<file path="config.mk">
export PLATFORM = sky130hd
export DESIGN_NAME = fetch_queue
export DESIGN_NICKNAME = d
export VERILOG_FILES = /design/src/rtl/fetch_queue.sv
export SDC_FILE = /design/constraint.sdc
export NUM_CORES = 1
export LEC_CHECK = 0
export CELL_PAD_IN_SITES_DETAIL_PLACEMENT = 1
export CELL_PAD_IN_SITES_GLOBAL_PLACEMENT = 1
export CORE_ASPECT_RATIO = 0.6
export CORE_MARGIN = 5
export CORE_UTILIZATION = 45
export DETAILED_ROUTE_END_ITERATION = 7
export PLACE_DENSITY = 0.83
export SKIP_CTS_REPAIR_TIMING = 1
export SYNTH_ARGS = -nofsm -noshare
export SYNTH_HDL_FRONTEND = slang
export SYNTH_SLANG_ARGS = --single-unit
</file>
<file path="constraint.sdc">
create_clock -name clock -period 6 [get_ports clock]
set_input_delay 1.2 -clock clock [delete_from_list [all_inputs] [get_ports clock]]
set_output_delay 1.2 -clock clock [all_outputs]
set_load 0.005 [all_outputs]
</file>
<file path="src/rtl/fetch_queue.sv">
// Instruction fetch front end: one-outstanding imem requester feeding a small FIFO
// of {pc, instr} entries, with redirect flush and discard of stale responses.
module fetch_queue #(
  parameter int          DEPTH    = 2,
  parameter logic [15:0] RESET_PC = 16'h0000
) (
  input  logic        clock,
  input  logic        reset,
  output logic        imem_req,
  output logic [15:0] imem_addr,
  input  logic        imem_ack,
  input  logic [15:0] imem_rdata,
  input  logic        redirect,
  input  logic [15:0] redirect_pc,
  output logic        ir_valid,
  output logic [15:0] ir,
  output logic [15:0] ir_pc,
  input  logic        ir_ready
);

  localparam int AW = (DEPTH > 1) ? $clog2(DEPTH) : 1;
  localparam int CW = AW + 1;

  // S_IDLE: nothing outstanding; S_WAIT: response kept; S_DROP: response discarded
  typedef enum logic [1:0] {S_IDLE, S_WAIT, S_DROP} state_e;

  state_e        state_q, state_d;
  logic [15:0]   fetch_pc_q, fetch_pc_d;
  logic [15:0]   addr_q, addr_d;
  logic [15:0]   q_pc_q [DEPTH];
  logic [15:0]   q_ir_q [DEPTH];
  logic [AW-1:0] rd_ptr_q, wr_ptr_q;
  logic [CW-1:0] count_q, count_d, count_after;
  logic          push, pop, space, free;

  assign ir_valid  = (count_q != '0);
  assign ir        = q_ir_q[rd_ptr_q];
  assign ir_pc     = q_pc_q[rd_ptr_q];
  assign imem_req  = (state_q != S_IDLE);
  assign imem_addr = addr_q;

  always_comb begin
    pop         = ir_valid && ir_ready && !redirect;
    push        = imem_ack && (state_q == S_WAIT) && !redirect;
    count_after = count_q + CW'(push) - CW'(pop);
    space       = (count_after < CW'(DEPTH));
    // A stray ack in S_IDLE is harmless here: free is already true and push stays low.
    free        = (state_q == S_IDLE) || imem_ack;
    state_d     = state_q;
    fetch_pc_d  = fetch_pc_q;
    addr_d      = addr_q;
    count_d     = count_after;
    if (redirect) begin
      count_d    = '0;
      fetch_pc_d = redirect_pc & 16'hFFFE;
      state_d    = ((state_q != S_IDLE) && !imem_ack) ? S_DROP : S_IDLE;
    end else begin
      if (push) fetch_pc_d = fetch_pc_q + 16'd2;
      if (free) begin
        state_d = space ? S_WAIT : S_IDLE;
        if (space) addr_d = fetch_pc_d;
      end
    end
  end

  always_ff @(posedge clock or posedge reset) begin
    if (reset) begin
      state_q    <= S_IDLE;
      fetch_pc_q <= RESET_PC;
      addr_q     <= RESET_PC;
      rd_ptr_q   <= '0;
      wr_ptr_q   <= '0;
      count_q    <= '0;
      for (int i = 0; i < DEPTH; i++) begin
        q_pc_q[i] <= '0;
        q_ir_q[i] <= '0;
      end
    end else begin
      state_q    <= state_d;
      fetch_pc_q <= fetch_pc_d;
      addr_q     <= addr_d;
      count_q    <= count_d;
      if (redirect) begin
        rd_ptr_q <= '0;
        wr_ptr_q <= '0;
      end else begin
        if (push) begin
          q_pc_q[wr_ptr_q] <= fetch_pc_q;
          q_ir_q[wr_ptr_q] <= imem_rdata;
          wr_ptr_q         <= wr_ptr_q + AW'(1);
        end
        if (pop) rd_ptr_q <= rd_ptr_q + AW'(1);
      end
    end
  end

  a_ack_needs_request: assert property (@(posedge clock) disable iff (reset)
    imem_ack |-> (state_q != S_IDLE));

endmodule

</file>
== After elaboration in Yosys (flattened, before gate mapping) ==
Cells that the tools add are included.

* $add $sub $neg: 5
* Multipliers: 0
* Divide/modulo/power cells: 0
* Order comparisons: 4
* Equal/unequal tests: 1
* Shifts and indexed selects: 0
* Muxes and demuxes: 21
* Bitwise operators: 3
* Reduce and logical (&&, ||, !) cells: 17

{| class="wikitable"
|+ Operators by type and width
! kind !! number
|-
| $mux 16 || 9
|-
| $bwmux 32 || 2
|-
| $add 16x2->16 const B || 1
|-
| $demux 16 s1 || 1
|-
| $reduce_bool 2->1 || 5
|-
| $mux 2 || 4
|-
| $logic_and 1x1->1 || 6
|-
| $mux 1 || 5
|-
| $ge 2x2->1 const B || 2
|-
| $not 1->2 || 2
|-
| $reduce_and 3->1 || 1
|-
| $add 1x1->1 const B || 2
|-
| $add 2x1->2 || 1
|-
| $eq 2x1->1 const B || 1
|-
| $logic_not 1->1 || 2
|-
| $logic_not 2->1 || 1
|-
| $lt 2x1->1 const B || 1
|-
| $lt 2x2->1 const B || 1
|-
| $reduce_and 2->1 || 1
|-
| $sub 2x1->2 || 1
|-
| $logic_or 1x1->1 || 1
|-
| $not 1->1 || 1
|}

* Register bits: 102
* Bits in latches: 0
* RAM bits: 0
* ROM bits: 0
* Input port bits: 37
* Memories: 0

== Depth between registers and ports, before layout ==
Gate-level depths: netlist of run 1.

* Word-level depth: 9
* Mapped depth: 12
* Gate-level depth less buffers: 10

== Least setup slack after synthesis of run 1 ==
OpenSTA, ideal clock, no wires.

* Kind: input port to flip-flop
* Start: in redirect
* End: reg addr_q[3] (netlist: imem_addr[3])
* Setup time: 0.125 ns
* Arrival time: 3.202 ns
* Setup slack: 2.673 ns
* Stages: 11
* Buffers on the path: 4
* Path through: buf_6 > nand4bb_4 > buf_6 > buf_4 > ha_1 > inv_1 > ha_1 > xnor3_1 > and3_1 > buf_2 > mux2_2

* Longest elaborated chain between the ends: 6
* Elaborated cells between the ends (all ways): 9

{| class="wikitable"
|+ Ends and longest elaborated chain
! element !! line !! RTL
|-
| start: declaration || 13 || <nowiki>input logic redirect,</nowiki>
|-
| $logic_not 1->1 || 43, 44 ||
|-
| $logic_and 1x1->1 || 44 || <nowiki>push = imem_ack && (state_q == S_WAIT) && !redirect;</nowiki>
|-
| $add 2x1->2 || 45 || <nowiki>count_after = count_q + CW'(push) - CW'(pop);</nowiki>
|-
| $sub 2x1->2 || 45 ||
|-
| $lt 2x2->1 || 46 || <nowiki>space = (count_after < CW'(DEPTH));</nowiki>
|-
| $reduce_and 3->1 (no source line) || -- ||
|-
| end signal: assignment || 81 || <nowiki>addr_q <= addr_d;</nowiki>
|-
| end: declaration || 29 || <nowiki>logic [15:0] addr_q, addr_d;</nowiki>
|}

Parallel ways exist; a longest one is shown, timed or not.
A chain may end at the register's enable or synchronous reset.

== Worst setup path after layout of run 1 ==
* Start: in redirect
* End: reg addr_q[6] (netlist: imem_addr[6])

Same word-level chain as after synthesis.

==> reports/qor.txt, run 1 <==
area added between synthesis and finish: 27.4%
largest fanout on the critical path: 17
DP Area: 5340 sq um
Worst Setup Start Kind: primary input
wire length of the first global-routing pass: 17,500 microns
GRT Util Overall: 0.184
ANT cells: 0
Gate power share: 0.333
Clk network pwr share: 0.237
endpoint class of the critical path: flop
number of standard cells in the layout, taps in and fillers out: 552
DRC violation total after the first TritonRoute iteration: 137
total non-filler cell area in the finished layout: 5640 sq um
most used flip-flop cell after synthesis: dfrtp_1
last weighted congestion value of the routability-driven placer: 0.790
number of stages on the worst hold path: 2
cell with the largest stage delay on the worst path: clkdlybuf4s50_1
post-detailed-placement half-perimeter wirelength: 7410 microns
Cell Int Power: 0.00177 W
end of the worst register-to-register path: imem_addr[6]
Nets: 452
post-route antenna net violation count: 0
final critical-path setup slack: 2.10 ns
Synth top area share: 0.554
via count of the first global-routing pass: 3,240
mean instance size in the synthesized netlist: 13.2 sq um
class of the most critical hold timing path: flop to flop
worst slack at placement: 1.75 ns
portion of the clock cycle consumed by the worst path in the final layout: 0.650
Yosys warning total: 0
reg2reg path depth: 7
pin count of the biggest net entering global routing: 58
TritonCTS clock tree: built
clock tree buffer depth: 2
VDD IR max: 251 uV
Power Dens Cells: 429 nW/um^2
DR vias: 2,866
Net Switching: 0.000644 W
#FFs+latches synth: 98
minimum setup slack among reg-to-reg paths: 3.16 ns
Setup TNS Final: 0 ns
fraction of registers with async set/reset: 1.00
number of sinks on the clock net: 98
Clock Pin Slew Worst Setup and Hold Paths: 0.06 ns
final number of hold-violating endpoints: 0
Yosys top cell by area: dfrtp_1
setup violation total in the final timing report: 0
Max transition margin: 0.316
count of flip-flops with a built-in enable after synthesis: 0
share of the yosys chip area belonging to registers: 0.554
biggest cell delay along the critical path: 0.58 ns
FMAX: 256 MHz
die area: 12,000 sq um
Post-synth top cells: mux2_2, dfrtp_1, nor2_1
WHS Endpoint: imem_addr[10]
clock period minus final worst setup slack: 3.90 ns
number of buffers created by CTS: 9
number of distinct library cell variants in the gate-level netlist after synthesis: 35
Top cell by count, worst path: ha_1
final wirelength: 10,400 microns
count of final max-slew check failures: 0
library cell used as clock root buffer: clkbuf_16
total congestion overflow: 0
# H-tree levels: 3
overall die width: 138 microns
largest cells by area after synthesis: dfrtp_1, mux2_2, nor2_1
Fin Hold WS: 0.490 ns
data required time at the worst endpoint: 6.22 ns
Worst Tran Pin Value: 1.02 ns
worst flop-to-flop path startpoint: state_q[1]
Max-Cap Viols: 0
unrepaired setup endpoints after global routing: false
placed cell count: 536
antenna violations before repair: 0
vertical die dimension: 86.8 microns
number of cell rows: 28
core area: 9740 sq um
Routed wire per std cell: 18.9 microns
vias per cell: 5.19
switching part of the total power: 0.266
result of the run: finished, final reports clean
initial core utilization: 0.455
cell count after synthesis: 335
quantity of I/O buffers inserted on ports: 83
Critical Path AT: 4.12 ns
hold path startpoint: imem_addr[10]
cell with the most instances after synthesis: mux2_2
static power due to leakage: 2.39 nW
list of cells traversed by the critical path: clkdlybuf4s50_1 -> nand4bb_4 -> ha_1 -> inv_1 -> ha_1 -> xnor3_1 -> and3_1 -> mux2_2
number of top-level design ports: 87
Pre-antenna DRT Iters: 5
sequential share of power: 0.430
number of remaining DRC errors: 0
Setup Crit Path Kind: primary input to flop
share of cells above drive strength 1: 0.307
Clk Latency, worst-skew pair: 0.34 ns
worst clock skew: 0.00664 ns
area of the mapped netlist: 4430 sq um
worst max-delay path by stage:
stage	startpoint	slack, ns	depth (start not counted)	end
detailed placement	redirect	1.75	8	imem_addr[8]
CTS	redirect	2.12	8	imem_addr[6]
finish	redirect	2.10	8	imem_addr[6]
global route	redirect	1.98	8	imem_addr[5]
global placement	redirect	1.85	8	imem_addr[3]
floorplan	reset	2.24	1	count_q[0]
area by class of cell:
| class | count | area, sq um |
|---|---|---|
| Sequential cell | 98 | 2450 |
| Inverter | 7 | 28.8 |
| Timing Repair Buffer | 85 | 846 |
| Multi-Input combinational cell | 211 | 1850 |
| Fill cell | 992 | 4100 |
| Clock buffer | 12 | 246 |
| Clock inverter | 4 | 51.3 |
| Tap cell | 135 | 169 |
per-layer routing:
metal,track usage,vias to the layer above,part of all wire,routed length (microns)
li1,-,1330,-,-
met1,0.256,1457,0.49,5090
met2,0.294,71,0.46,4810
met3,0.0513,8,0.045,471
met4,0.0368,0,0.0076,79
met5,0,-,0,0
cells in the final DEF (no fill, tap or decap), drive strengths merged, types with 4 or more instances in the layout:
cell type	Yosys	final
mux2	105	105
dfrtp	98	98
clkdlybuf4s50	0	83
nor2	19	19
nand2	13	13
clkbuf	4	12
o21ai	10	10
xor2	8	8
a31oi	6	6
a21oi	6	6
inv	6	6
nand3	5	5
xnor2	5	5
or3	5	5
nor4	4	4
worst max-delay path, delay by kind of cell:
| family | cells | cell delay [ns] |
|---|---|---|
| XOR/XNOR | 1 | 0.28 |
| adder cells (fa/ha/maj) | 2 | 0.57 |
| AND/OR/NAND/NOR | 2 | 1.04 |
| buffers and inverters | 2 | 0.62 |
| multiplexers | 1 | 0.41 |
sequential cells by signal (all words and copies together), names as in the netlist:
name and count:
q_pc_q 30, fetch_pc_q 15, state_q 2, count_q 2, imem_addr 15, rd_ptr_q 1, wr_ptr_q 1, q_ir_q 32
cell families (layout without fill, tap and decap cells):
family                   after synthesis  after routing  share of synthesized area
adder cells (fa/ha/maj)                3              3                    0.00848
XOR/XNOR                              14             14                     0.0308
buffers and inverters                 27            108                     0.0311
multiplexers                         106            106                      0.269
flip-flops                            98             98                      0.554
other                                  1              2                   0.000847
AND/OR/NAND/NOR                       60             60                     0.0715
AO/OA/AOI/OAI                         26             26                     0.0339
power groups by stage:
stage | Clock, W | Combinational, W | Sequential, W
after floorplan | 0 | 0.000416 | 0.00100
after global placement | 0 | 0.000780 | 0.00103
after detailed placement | 0 | 0.000812 | 0.00105
after CTS | 0.000590 | 0.000821 | 0.00104
after global routing | 0.000620 | 0.000878 | 0.00107
final | 0.000573 | 0.000805 | 0.00104
through the flow:
step | util | power, W
2_1_floorplan | - | 0.00142
3_3_place_gp | 0.549 | 0.00181
3_5_place_dp | 0.549 | 0.00186
4_1_cts | 0.579 | 0.00245
5_1_grt | 0.579 | 0.00257
6_report | 0.579 | 0.00242
Power figures use the tool's default switching activity.
==> run 2: changes to the inputs <==
Settings changed: CORE_UTILIZATION 45 to 42, PLACE_DENSITY 0.83 to 0.78.
Clock period 6 ns to 3.7 ns, I/O delays scaled along.
==> reports/qor.txt, run 2 (same netlist as run 1, synthesis figures left out) <==
result of the run: finished, final reports clean
Critical Path AT: 3.27 ns (-0.85 ns)
largest delay contributor family on the critical path: buffers and inverters
Worst Setup Start Kind: primary input
worst path buffer plus inverter count: 3 (+1)
overall die width: 143 microns (+3.3%)
Largest register FFs: 32 (unchanged)
number of remaining DRC errors: 0 (unchanged)
share of cells above drive strength 1: 0.322 (+0.0146)
total congestion overflow: 0 (unchanged)
number of sinks on the clock net: 98 (unchanged)
clock period minus final worst setup slack: 3.04 ns
largest fanout on the critical path: 11 (-6)
antenna violations before repair: 0 (unchanged)
Max transition margin: 0.398 (+0.0814)
number of top-level design ports: 87 (unchanged)
Worst Tran Pin Value: 0.903 ns (-0.120 ns)
post-detailed-placement half-perimeter wirelength: 7490 microns (+1.1%)
setup violation total in the final timing report: 0 (unchanged)
Max-Cap Viols: 0 (unchanged)
Clk Latency, worst-skew pair: 0.34 ns (about the same)
clock tree buffer depth: 2 (unchanged)
top register by number of flip-flops: q_ir_q
largest registers ranked by flip-flop count: q_ir_q (32), q_pc_q (30)
static power due to leakage: 2.44 nW (+2.0%)
count of final max-slew check failures: 0 (unchanged)
Clock Pin Slew Worst Setup and Hold Paths: 0.07 ns (about the same)
vias per cell: 5.18 (-0.27%)
final wirelength: 10,700 microns (+2.1%)
cell with the largest stage delay on the worst path: and3_1
list of cells traversed by the critical path: clkdlybuf4s50_1 -> buf_4 -> nor2_1 -> ha_1 -> inv_1 -> ha_1 -> xnor3_1 -> and3_1 -> mux2_2
unrepaired setup endpoints after global routing: false
core area: 10,500 sq um (+7.3%)
data required time at the worst endpoint: 3.93 ns (-2.29 ns)
Setup TNS Final: 0 ns (unchanged)
# H-tree levels: 3 (unchanged)
Setup Crit Path Kind: primary input to flop
FMAX: 329 MHz
Top cell by count, worst path: ha_1
Routed wire per std cell: 19.0 microns (+0.24%)
GRT Util Overall: 0.177 (-0.00723)
initial core utilization: 0.424 (-0.0309)
endpoint class of the critical path: flop
biggest cell delay along the critical path: 0.58 ns (about the same)
post-route antenna net violation count: 0 (unchanged)
most frequent cells in the layout: mux2_2, dfrtp_1, clkdlybuf4s50_1
wire length of the first global-routing pass: 17,200 microns (-1.2%)
quantity of I/O buffers inserted on ports: 83 (unchanged)
Pre-antenna DRT Iters: 4 (-1)
number of buffers created by CTS: 9 (unchanged)
VDD IR max: 410 uV (+63%)
via count of the first global-routing pass: 3,265 (+0.77%)
area added between synthesis and finish: 29.5%
worst slack at placement: 0.338 ns (-1.41 ns)
portion of the clock cycle consumed by the worst path in the final layout: 0.821
DRC violation total after the first TritonRoute iteration: 72 (-47%)
library cell used as clock root buffer: clkbuf_16
number of cell rows: 29 (+3.6%)
die area: 12,800 sq um (+6.5%)
final critical-path setup slack: 0.661 ns (-1.44 ns)
Nets: 458 (+1.3%)
total power after layout: 0.00401 W (+66%)
worst clock skew: 0.00450 ns (-0.00214 ns)
DR vias: 2,910 (+1.5%)
TritonCTS clock tree: built
leading cell type in the layout, fill and taps excluded: mux2_2
last weighted congestion value of the routability-driven placer: 0.731 (-7.6%)
vertical die dimension: 89.5 microns (+3.1%)
final number of hold-violating endpoints: 0 (unchanged)
class of the most critical hold timing path: flop to flop
pin count of the biggest net entering global routing: 40 (-31%)
Power Dens Cells: 700 nW/um^2 (+63%)
ANT cells: 0 (unchanged)
## run 2: cell types whose count changed in the layout (fill, tap and decap cells not counted), sizes merged
cell	change
clkbuf	-3
clkinv	+1
bufinv	+1
buf	+6
inv	+1
## run 2: metrics by stage
stage | instance area, sq um | hold WS [ns] | utilization | instances
after floorplan | 4430 | 0.444 | - | 336
after global placement | 5410 | 0.461 | 0.517 | 546
after detailed placement | 5410 | 0.470 | 0.517 | 546
after CTS | 5730 | 0.485 | 0.549 | 562
after global routing | 5730 | 0.522 | 0.549 | 562
final | 5730 | 0.480 | 0.549 | 562
## run 2: layout make-up
cell class	count	area (sq um)
Fill cell	1052	4720
Sequential cell	98	2450
Multi-Input combinational cell	211	1850
Timing Repair Buffer	91	903
Clock buffer	9	225
Tap cell	139	174
Clock inverter	7	103
Inverter	7	28.8
## run 2: power breakdown
group | internal [W] | switching [W]
Combinational | 0.000884 | 0.000435
Clock | 0.000598 | 0.000414
Sequential | 0.00146 | 0.000225
## run 2: tightest hold or removal path: stages, from the launching register on
cell and delay (ns):
dfrtp_1 0.34, nand2_1 0.05, o21ai_0 0.06
## run 2: per-layer routing
metal	wire length (microns)	vias up	part of all wire	global-route usage
met5	0	-	0	0
met4	89	0	0.0083	0.0423
met3	495	8	0.046	0.0518
met2	5020	65	0.47	0.289
met1	5050	1495	0.47	0.236
li1	-	1342	-	-
## run 2: path summary, 6_finish.rpt
path	start	endpoint	slack, ns	depth (start not counted)
min in group asynchronous	reset	q_pc_q[12]	0.79	2
hold / removal	imem_addr[12]	imem_addr[12]	0.48	2
setup reg to reg	count_q[1]	imem_addr[6]	1.00	9
setup / recovery	redirect	imem_addr[6]	0.66	9
max in group asynchronous	reset	imem_addr[11]	2.20	3
hold reg to reg	imem_addr[12]	imem_addr[12]	0.48	2
==> run 3: changes to the inputs <==
Clock period 3.7 ns to 2.91 ns, I/O delays scaled along.
==> reports/qor.txt, run 3 (same netlist as run 1, synthesis figures left out) <==
unrepaired setup endpoints after global routing: false
number of cell rows: 29 (unchanged)
portion of the clock cycle consumed by the worst path in the final layout: 0.874
library cell used as clock root buffer: clkbuf_16
Nets: 464 (+1.3%)
Max transition margin: 0.413 (+0.0157)
Register Area: 2450 sq um (unchanged)
leading cell type in the layout, fill and taps excluded: mux2_2
via count of the first global-routing pass: 3,269 (+0.12%)
worst clock skew: 0.00512 ns (+0.000615 ns)
Max-Cap Viols: 0 (unchanged)
FMAX: 393 MHz
number of standard cells in the layout, taps in and fillers out: 567 (+0.89%)
filler cell count: 1,067 (+1.4%)
origin of the worst setup path: rd_ptr_q
Power Dens Cells: 859 nW/um^2 (+23%)
count of final max-slew check failures: 0 (unchanged)
wire length of the first global-routing pass: 17,800 microns (+3.2%)
last weighted congestion value of the routability-driven placer: 0.771 (+5.5%)
Clock Pin Slew Worst Setup and Hold Paths: 0.06 ns (about the same)
endpoint class of the critical path: primary output
number of sinks on the clock net: 98 (unchanged)
Clk Latency, worst-skew pair: 0.33 ns (about the same)
vertical die dimension: 89.5 microns (unchanged)
Routed wire per std cell: 19.2 microns (+1.1%)
largest fanout on the critical path: 28 (+17)
area used by multi-input combinational logic: 1850 sq um (unchanged)
number of buffers created by CTS: 9 (unchanged)
VDD IR max: 394 uV (-3.9%)
Pre-antenna DRT Iters: 4 (unchanged)
# H-tree levels: 3 (unchanged)
number of remaining DRC errors: 0 (unchanged)
most frequent cells in the layout: mux2_2, dfrtp_1, clkdlybuf4s50_1
post-detailed-placement half-perimeter wirelength: 7630 microns (+1.8%)
initial core utilization: 0.424 (unchanged)
Worst Setup Start Kind: flop
vias per cell: 5.21 (+0.65%)
clock period minus final worst setup slack: 2.54 ns
ANT cells: 0 (unchanged)
number of top-level design ports: 87 (unchanged)
Setup Crit Path Kind: flop to primary output
share of cells above drive strength 1: 0.327 (+0.00559)
quantity of I/O buffers inserted on ports: 83 (unchanged)
overall die width: 143 microns (unchanged)
worst flop-to-flop path startpoint: count_q[1]
class of the most critical hold timing path: flop to flop
setup violation total in the final timing report: 0 (unchanged)
Critical Path AT: 1.96 ns (-1.31 ns)
GRT Util Overall: 0.182 (+0.00514)
post-route antenna net violation count: 0 (unchanged)
pin count of the biggest net entering global routing: 35 (-13%)
Worst Tran Pin Value: 0.880 ns (-0.0235 ns)
core area: 10,500 sq um (unchanged)
Largest register FFs: 32 (unchanged)
die area: 12,800 sq um (unchanged)
TritonCTS clock tree: built
DR vias: 2,955 (+1.5%)
Setup TNS Final: 0 ns (unchanged)
data required time at the worst endpoint: 2.33 ns (-1.60 ns)
share of the core filled with cells in the final layout: 0.550 (+0.00144)
final wirelength: 10,900 microns (+2.0%)
largest registers ranked by flip-flop count: q_ir_q (32), q_pc_q (30)
total congestion overflow: 0 (unchanged)
static power due to leakage: 2.45 nW (+0.54%)
result of the run: finished, final reports clean
area added between synthesis and finish: 29.9%
hold path startpoint: imem_addr[2]
placed cell count: 552 (+1.1%)
top register by number of flip-flops: q_ir_q
clock tree buffer depth: 2 (unchanged)
final number of hold-violating endpoints: 0 (unchanged)
antenna violations before repair: 0 (unchanged)
DRC violation total after the first TritonRoute iteration: 78 (+8.3%)
==> run 3: layout make-up <==
type | instances | area share
Clock buffer | 12 | 0.0446
Multi-Input combinational cell | 211 | 0.321
Inverter | 7 | 0.00522
Sequential cell | 98 | 0.427
Tap cell | 139 | 0.0303
Timing Repair Buffer | 97 | 0.169
Clock inverter | 3 | 0.00261
==> run 3: power breakdown <==
| part | switching (W) | internal, W |
|---|---|---|
| Combinational | 0.000559 | 0.00114 |
| Clock | 0.000473 | 0.000617 |
| Sequential | 0.000292 | 0.00185 |
| Total | 0.00132 | 0.00361 |
==> run 3: final timing paths <==
check,cells past startpoint,end,slack (ns)
hold / removal,2,imem_addr[2],0.49
max in group asynchronous,3,fetch_pc_q[12],1.52
hold reg to reg,2,imem_addr[2],0.49
min in group asynchronous,2,q_ir_q[0],0.70
setup / recovery,3,ir_pc[4],0.37
setup reg to reg,10,imem_addr[7],0.49
==> run 3: critical path, cell delays in order (launching register included) <==
cell and delay [ns]:
dfrtp_1 0.51, buf_12 0.25, mux2_2 0.39, clkdlybuf4s50_1 0.46
==> run 3: per-layer routing <==
layer,vias up,part of all wire,GRT usage
li1,1355,-,-
met1,1530,0.47,0.246
met2,62,0.48,0.305
met3,8,0.043,0.0444
met4,0,0.0060,0.0362
met5,-,0,0
==> run 3: stage by stage <==
stage	cell area (sq um)	hold slack [ns]	worst slack [ns]	power, W
floorplan	4430	0.444	0.201	0.00292
global placement	5480	0.457	0.0759	0.00377
detailed placement	5480	0.478	0.0333	0.00387
CTS	5750	0.498	0.359	0.00501
global route	5750	0.514	0.280	0.00524
finish	5750	0.493	0.366	0.00494
